<file path="src/rtl/io_map_pkg.sv">
// Shared definitions for the KEY/SW memory-mapped responder: register map,
// status-register bit positions, per-device flag record and its update rule,
// and the debounce counter width helper.
package io_map_pkg;

    localparam logic [31:0] MAP_KEY   = 32'hF000_0010;
    localparam logic [31:0] MAP_SW    = 32'hF000_0014;
    localparam logic [31:0] MAP_KCTRL = 32'hF000_0110;
    localparam logic [31:0] MAP_SCTRL = 32'hF000_0114;

    localparam int unsigned READY_BIT   = 0;
    localparam int unsigned OVERRUN_BIT = 2;
    localparam int unsigned IE_BIT      = 8;

    typedef struct packed {
        logic ready;
        logic overrun;
        logic ie;
    } devFlags_t;

    function automatic int unsigned cntWidth(input int unsigned cycles);
        return $clog2(cycles + 1);
    endfunction

    // Next flag state for one device. A change event beats a clearing read on
    // ready; overrun is only raised when the old ready survives the edge, and a
    // raise beats a store that clears it.
    function automatic devFlags_t flagsNext(
        input devFlags_t cur,
        input logic      change,
        input logic      rdClr,
        input logic      wr,
        input logic      wrOverrun,
        input logic      wrIe
    );
        devFlags_t nxt;
        nxt = cur;
        if (change) begin
            nxt.ready = 1'b1;
        end else if (rdClr) begin
            nxt.ready = 1'b0;
        end
        if (wr) begin
            nxt.ie = wrIe;
            if (!wrOverrun) begin
                nxt.overrun = 1'b0;
            end
        end
        if (change && cur.ready && !rdClr) begin
            nxt.overrun = 1'b1;
        end
        return nxt;
    endfunction

endpackage

</file>
<file path="src/rtl/input_debouncer.sv">
// Two-flop synchroniser plus optional debounce counter for a group of pins.
// Macro KEY_SW_DEBOUNCE_EN selects the counter; without it the synchronised
// value is accepted every cycle. INVERT flips the pin sense after the
// synchroniser (used for active-low pushbuttons).
module input_debouncer #(
    parameter int unsigned WIDTH           = 4,
    parameter int unsigned DEBOUNCE_CYCLES = 500000,
    parameter bit          INVERT          = 1'b0
) (
    input  logic             clk,
    input  logic             reset,
    input  logic [WIDTH-1:0] pins,
    output logic [WIDTH-1:0] dbState,
    output logic             change
);

    logic [WIDTH-1:0] sync1;
    logic [WIDTH-1:0] sync2;
    logic [WIDTH-1:0] syncOut;
    logic             update;

    if (DEBOUNCE_CYCLES < 1) begin : gBadCycles
        $error("input_debouncer: DEBOUNCE_CYCLES must be at least 1");
    end

    // Two-flop synchroniser; resets to the idle pin level
    always_ff @(posedge clk or negedge reset) begin
        if (!reset) begin
            sync1 <= {WIDTH{INVERT}};
            sync2 <= {WIDTH{INVERT}};
        end else begin
            sync1 <= pins;
            sync2 <= sync1;
        end
    end

    assign syncOut = INVERT ? ~sync2 : sync2;

`ifdef KEY_SW_DEBOUNCE_EN
    localparam int unsigned    CW   = io_map_pkg::cntWidth(DEBOUNCE_CYCLES);
    localparam logic [CW-1:0]  LAST = CW'(DEBOUNCE_CYCLES - 1);

    logic [CW-1:0] count;
    logic          pending;

    // Stability is judged on the sync1/sync2 pair, so a new value counts from
    // its first cycle at the debouncer input rather than one cycle later.
    always_comb begin
        pending = (syncOut != dbState) && (sync1 == sync2);
        update  = pending && (count == LAST);
    end

    // Stable-cycle counter; any glitch or return to the accepted value clears it
    always_ff @(posedge clk or negedge reset) begin
        if (!reset) begin
            count <= '0;
        end else if (pending && !update) begin
            count <= count + CW'(1);
        end else begin
            count <= '0;
        end
    end
`else
    assign update = 1'b1;
`endif

    assign change = update && (syncOut != dbState);

    // Accepted (debounced) pin state
    always_ff @(posedge clk or negedge reset) begin
        if (!reset) begin
            dbState <= '0;
        end else if (update) begin
            dbState <= syncOut;
        end
    end

endmodule

</file>
<file path="src/rtl/key_sw_responder.sv">
// Memory-mapped KEY/SW responder on the data-memory port. Serves the two data
// registers and two control/status registers, tracks ready/overrun/IE per
// device and raises intr. Debounce counters present when KEY_SW_DEBOUNCE_EN
// is defined.
module key_sw_responder
    import io_map_pkg::*;
#(
    parameter int unsigned          DBITS           = 32,
    parameter logic [DBITS-1:0]     ADDR_KEY        = DBITS'(MAP_KEY),
    parameter logic [DBITS-1:0]     ADDR_SW         = DBITS'(MAP_SW),
    parameter logic [DBITS-1:0]     ADDR_KCTRL      = DBITS'(MAP_KCTRL),
    parameter logic [DBITS-1:0]     ADDR_SCTRL      = DBITS'(MAP_SCTRL),
    parameter int unsigned          KEY_BITS        = 4,
    parameter int unsigned          SW_BITS         = 10,
    parameter int unsigned          DEBOUNCE_CYCLES = 500000
) (
    input  logic                clk,
    input  logic                reset,
    input  logic [DBITS-1:0]    addr,
    input  logic                rdEn,
    input  logic                wrtEn,
    input  logic [DBITS-1:0]    dIn,
    output logic [DBITS-1:0]    dOut,
    output logic                hit,
    input  logic [KEY_BITS-1:0] key,
    input  logic [SW_BITS-1:0]  sw,
    output logic                intr
);

    logic [KEY_BITS-1:0] keyDb;
    logic [SW_BITS-1:0]  swDb;
    logic                keyChange;
    logic                swChange;
    devFlags_t           kFlags;
    devFlags_t           sFlags;
    logic                selKey, selSw, selKctrl, selSctrl;
    logic                unusedDin;

    input_debouncer #(
        .WIDTH          (KEY_BITS),
        .DEBOUNCE_CYCLES(DEBOUNCE_CYCLES),
        .INVERT         (1'b1)
    ) keyDeb (
        .clk    (clk),
        .reset  (reset),
        .pins   (key),
        .dbState(keyDb),
        .change (keyChange)
    );

    input_debouncer #(
        .WIDTH          (SW_BITS),
        .DEBOUNCE_CYCLES(DEBOUNCE_CYCLES),
        .INVERT         (1'b0)
    ) swDeb (
        .clk    (clk),
        .reset  (reset),
        .pins   (sw),
        .dbState(swDb),
        .change (swChange)
    );

    assign selKey   = (addr == ADDR_KEY);
    assign selSw    = (addr == ADDR_SW);
    assign selKctrl = (addr == ADDR_KCTRL);
    assign selSctrl = (addr == ADDR_SCTRL);

    // Only the overrun and IE bits of a status store have a destination
    assign unusedDin = ^dIn;

    // Per-device ready/overrun/IE flags
    always_ff @(posedge clk or negedge reset) begin
        if (!reset) begin
            kFlags <= '0;
            sFlags <= '0;
        end else begin
            kFlags <= flagsNext(kFlags, keyChange, rdEn && selKey, wrtEn && selKctrl,
                                dIn[OVERRUN_BIT], dIn[IE_BIT]);
            sFlags <= flagsNext(sFlags, swChange, rdEn && selSw, wrtEn && selSctrl,
                                dIn[OVERRUN_BIT], dIn[IE_BIT]);
        end
    end

    // Combinational read mux and address hit
    always_comb begin
        dOut = '0;
        hit  = 1'b0;
        if (selKey) begin
            hit  = 1'b1;
            dOut = DBITS'(keyDb);
        end else if (selSw) begin
            hit  = 1'b1;
            dOut = DBITS'(swDb);
        end else if (selKctrl) begin
            hit               = 1'b1;
            dOut[READY_BIT]   = kFlags.ready;
            dOut[OVERRUN_BIT] = kFlags.overrun;
            dOut[IE_BIT]      = kFlags.ie;
        end else if (selSctrl) begin
            hit               = 1'b1;
            dOut[READY_BIT]   = sFlags.ready;
            dOut[OVERRUN_BIT] = sFlags.overrun;
            dOut[IE_BIT]      = sFlags.ie;
        end
    end

    assign intr = (kFlags.ready && kFlags.ie) || (sFlags.ready && sFlags.ie);

endmodule

</file>
<file path="config.mk">
export PLATFORM = sky130hd
export DESIGN_NAME = key_sw_responder
export DESIGN_NICKNAME = d
export VERILOG_FILES = /design/src/rtl/io_map_pkg.sv /design/src/rtl/input_debouncer.sv /design/src/rtl/key_sw_responder.sv
export SDC_FILE = /design/constraint.sdc
export NUM_CORES = 1
export LEC_CHECK = 0
export CELL_PAD_IN_SITES_DETAIL_PLACEMENT = 2
export CELL_PAD_IN_SITES_GLOBAL_PLACEMENT = 2
export CORE_AREA = 3 3 93 117
export DETAILED_ROUTE_END_ITERATION = 8
export DIE_AREA = 0 0 96 120
export GPL_ROUTABILITY_DRIVEN = 1
export PLACE_DENSITY_LB_ADDON = 0.05
export SETUP_SLACK_MARGIN = 0.5
export SYNTH_ARGS = -nofsm -noshare
export SYNTH_HDL_FRONTEND = slang
export SYNTH_SLANG_ARGS = --single-unit
</file>
<file path="constraint.sdc">
create_clock -name clk -period 1.66 [get_ports clk]
set_input_delay 0.415 -clock clk [delete_from_list [all_inputs] [get_ports clk]]
set_output_delay 0.415 -clock clk [all_outputs]
set_load 0.01 [all_outputs]
</file>
### Word-level counts from Yosys, hierarchy flattened

Cells that the tools add are included.

* logic and storage cells: 66
* output and inout port bits: 34
* input port bits: 82
* bits in registers: 48

* multiplexer cells: 26
* bitwise gates (word level): 1
* eq/ne operators: 8
* reductions and logical operators: 19

Operator list (count)
* 32-bit == test, second input constant: 4
* 1-bit 2-to-1 mux: 22
* 1-bit logical AND: 10
* 10-bit 2-to-1 mux: 1
* 10-bit inequality test: 1
* 2-bit nonzero test: 4
* 5-bit 2-to-1 mux: 1
* 2-bit 2-to-1 mux: 2
* 2-bit by 1-bit inequality test with 1-bit output, second input constant: 2
* 4-bit inequality test: 1
* 4-bit inverter: 1
* 2-bit AND reduction: 2
* 1-bit zero test: 2
* 1-bit logical OR: 1

### Logic depth before layout (Yosys ltp)

* depth after elaboration: 6
* gate-level depth with buffers: 5
* mapped depth without buffers: 4

### Cells and area by module

A second synthesis with hierarchy kept.

* cells, all modules: 151
* area, all modules: 1984.4 µm²

Modules (own cells, without submodules)
* input_debouncer at swDeb: area each 857.1 µm², cells each 43, sequential area each 750.7 µm², times used 1
* key_sw_responder: area each 760.7 µm², cells each 87, sequential area each 150.1 µm², times used 1
* input_debouncer at keyDeb: area each 366.6 µm², cells each 21, sequential area each 310.3 µm², times used 1

### Worst setup path before layout

OpenSTA, ideal clock, no wires.

* path kind: input -> output
* start point: input addr[16]
* end point: output dOut[4]
* slack: -236 ps
* buffers on the path: 0
* cell stages on the path: 4
* data required time: 1245 ps
* arrival time: 1481 ps
* path through: nor4_2 nand4_2 nor2_2 and4b_1

* word-level cells in the longest chain between the ends: 3
* elaborated cells on any way between the ends: 4
* classes of those cells: eq/ne: 2; mux: 2

RTL lines
* start: declaration: RTL line key_sw_responder.sv:19 `input logic [DBITS-1:0] addr,`
* 32-bit == test: RTL line key_sw_responder.sv:64 `assign selSw = (addr == ADDR_SW);`
* 5-bit 2-to-1 mux: RTL line key_sw_responder.sv:91 `end else if (selSw) begin`
* 10-bit 2-to-1 mux *: RTL line key_sw_responder.sv:88 `if (selKey) begin`
* end: declaration: RTL line key_sw_responder.sv:23 `output logic [DBITS-1:0] dOut,`

Every way passes the cells marked *; elsewhere a longest branch is shown, timed or not.

### Final worst setup path

* start point: input addr[26]
* end point: output dOut[7]

Same word-level chain as after synthesis.

==> impl_metrics.tcl <==
set metrics [dict create \
    status "finished with violations" \
    failed_checks "setup timing" \
    ys_seq_elements 48 \
    postLayoutCellArea_sq_um 3380 \
    maxCapViolCount 0 \
    fp.dieArea_sq_um 11500 \
    viasPerCell 3.98 \
    rrSetupSlack_ps 230 \
    clkSinkCount 48 \
    p_per_area_nw_per_um2 792 \
    htree_num_levels 2 \
    ys_seq_area_frac 0.587 \
    portBuffers 63 \
    syn-cell-area_sq_um 2060 \
    layout_common_cells "dfrtp_1 (40), buf_4 (28), buf_6 (26)" \
    arrival_ps 1780 \
    dpl.cell_count 364 \
    critical_path.startpoint_type "input port" \
    grt_pass1_wl_microns 9030 \
    cts_hold_buf 0 \
    synth_area_leaders "dfrtp_1 (49%), dfstp_2 (10%), buf_4 (8.0%), xnor2_1 (4.2%), nor4_4 (3.1%)" \
    wl_met2_microns 3050 \
    report.final.slew_viol_count 0 \
    max_freq_ghz 0.456 \
    postRouteWirelength_microns 5680 \
    min_period_over_period 1.32 \
    hold_viol 0 \
    grt_max_degree 36 \
    reg2reg_from "swDeb.dbState[2]" \
    final_nets 340 \
    critPathCaptureType "output pin" \
    diodes 0 \
    grt_use_total 0.104 \
    cts_root_buf "clkbuf_16" \
    critPathKind "in -> out" \
    dr.pass1.iters 2 \
    grt_overflow_total 0 \
    synth_top_cell_area_share 0.485 \
    required_ps 1240 \
    antenna_found_initial 0 \
    fin_crit_ps 2190 \
    drc 0 \
    area_delta_synth_final_pct 64.1 \
    rsz0062_at_grt "yes" \
    path_clk_slew_ps 60 \
    r2r_end "sFlags[1]" \
    core_sq_um 10000 \
    detail-route-antenna-nets 0 \
    place.gp.congestion 0.710 \
    setup_viol 13 \
    dpl_cell_area_sq_um 3010 \
    met3WireLength_microns 459 \
    min_path_type "in -> async" \
    synth.largest_area_cell "dfrtp_1" \
    irDropWorstVdd_mv 0.564 \
    stdcell_count 388 \
    syn_avg_cell_area_sq_um 13.8 \
    slowest_delay_ps 340 \
    drt_iter0_markers 16 \
    skew_ps 4.76 \
    die_width_microns 96 \
    crit_fanout 7 \
    synth_cell_types 40 \
    yosys_warnings 0 \
    cpMaxStageDelayCell "nor4b_4" \
    leakage_nw 1.55 \
    crit_chain "buf_6 -> nor4b_4 -> nand4_4 -> nor2_4 -> buf_6 -> buf_6 -> and4b_1 -> buf_2" \
    wl_per_cell_microns 14.6 \
    met1_length_microns 2090 \
    initial_utilization 0.206 \
    place_ws_ps -1300 \
    cts_tree "yes" \
    cts_inserted_buffers 5 \
    vias 1546 \
    hold_slack_ps 36.2 \
    dp_hpwl_microns 4400 \
    fp.dieH_microns 120 \
    layout_commonest_cell "dfrtp_1" \
    cts_buffer_depth 2 \
    num_io_pins 116 \
    syn_inst 149 \
    drive_above_1_share 0.459 \
    clock_latency_ps 280 \
    reg2reg_depth 5 \
    grt_pass1_vias 1748 \
    highest_layer "met4" \
    num_rows 41 \
    setup_ws_ps -532 \
    crit_top_cell "buf_6" \
    nFillCells 1070 \
]
-- synth_stat cells, drive strengths merged --
| cell | count |
|---|---|
| a21oi | 2 |
| a22o | 1 |
| and2 | 2 |
| and3b | 1 |
| and4b | 5 |
| and4bb | 1 |
| buf | 23 |
| clkbuf | 2 |
| conb | 1 |
| dfrtp | 40 |
| dfstp | 8 |
| inv | 4 |
| mux2 | 3 |
| mux2i | 2 |
| mux4 | 2 |
| nand2 | 4 |
| nand2b | 2 |
| nand3 | 1 |
| nand4 | 6 |
| nor2 | 2 |
| nor2b | 1 |
| nor3 | 4 |
| nor4 | 8 |
| nor4b | 2 |
| o211ai | 2 |
| o21ai | 2 |
| o22ai | 1 |
| o311ai | 1 |
| o31ai | 1 |
| o41ai | 1 |
| xnor2 | 10 |
| xor2 | 4 |
-- where the power goes --
| group | internal [W] | total [W] | switching (W) |
|---|---|---|---|
| logic | 0.000167 | 0.000308 | 0.000141 |
| registers | 0.00123 | 0.00126 | 0.0000272 |
| clock network | 0.000712 | 0.00112 | 0.000403 |
-- through the flow --
step | TNS [ps] | utilization | power (W)
final | -4980 | 0.338 | 0.00268
after global routing | -6240 | 0.338 | 0.00284
after CTS | -5110 | 0.329 | 0.00274
after detailed placement | -16870 | 0.301 | 0.00159
after global placement | -16450 | 0.301 | 0.00158
after floorplan | -1130 | - | 0.00141
-- worst max-delay path by stage --
stage	startpoint	to	slack (ps)	depth (start not counted)
3_3_place_gp	addr[24]	dOut[4]	-1240	6
6_report	addr[26]	dOut[7]	-530	8
2_1_floorplan	addr[24]	dOut[4]	-160	4
5_1_grt	addr[26]	dOut[7]	-630	8
3_5_place_dp	addr[24]	dOut[7]	-1300	6
4_1_cts	addr[9]	dOut[7]	-570	8
-- registers in the layout (all words and copies together), names as in the netlist --
| signal | flops |
|---|---|
| kFlags | 3 |
| keyDeb.dbState | 4 |
| keyDeb.sync1 | 4 |
| keyDeb.sync2 | 4 |
| sFlags | 3 |
| swDeb.dbState | 10 |
| swDeb.sync1 | 10 |
| swDeb.sync2 | 10 |
-- cell families after synthesis --
logic type      after synthesis  share of synthesized area
xor+xnor                     14                     0.0595
buf+inv                      29                     0.0934
compound gates               11                     0.0364
flops                        48                      0.587
mux                           7                     0.0479
other cells                   1                    0.00182
simple gates                 39                      0.174
-- critical path: cells and delay by family --
family / cells / cell delay [ps]
simple gates: 4 / 920
buf+inv: 4 / 440
-- layer usage --
| metal | vias to the layer above | GRT usage |
|---|---|---|
| li1 | 700 | - |
| met4 | 0 | 0.0400 |
| met1 | 768 | 0.113 |
| met3 | 6 | 0.0276 |
| met2 | 72 | 0.186 |
| met5 | - | 0 |
-- cell type report --
cell class                 instances  area [sq um]  share of cell area
clock buffer                       7           133              0.0392
clock inverter                     1          30.0             0.00888
inverter                           4          15.0             0.00444
multi-input combinational         93           897               0.265
sequential                        48          1210               0.358
tap                              129           161              0.0477
timing repair buffer             106           936               0.277
-- repair_timing --
| item | CTS | global route |
|---|---|---|
| gates resized for setup | 179 | 16 |
| setup endpoints to repair | 18 | 18 |
| buffers inserted | 13 | 3 |
| pin swaps | 19 | 6 |
No activity file was read; power rests on OpenSTA's default activity.
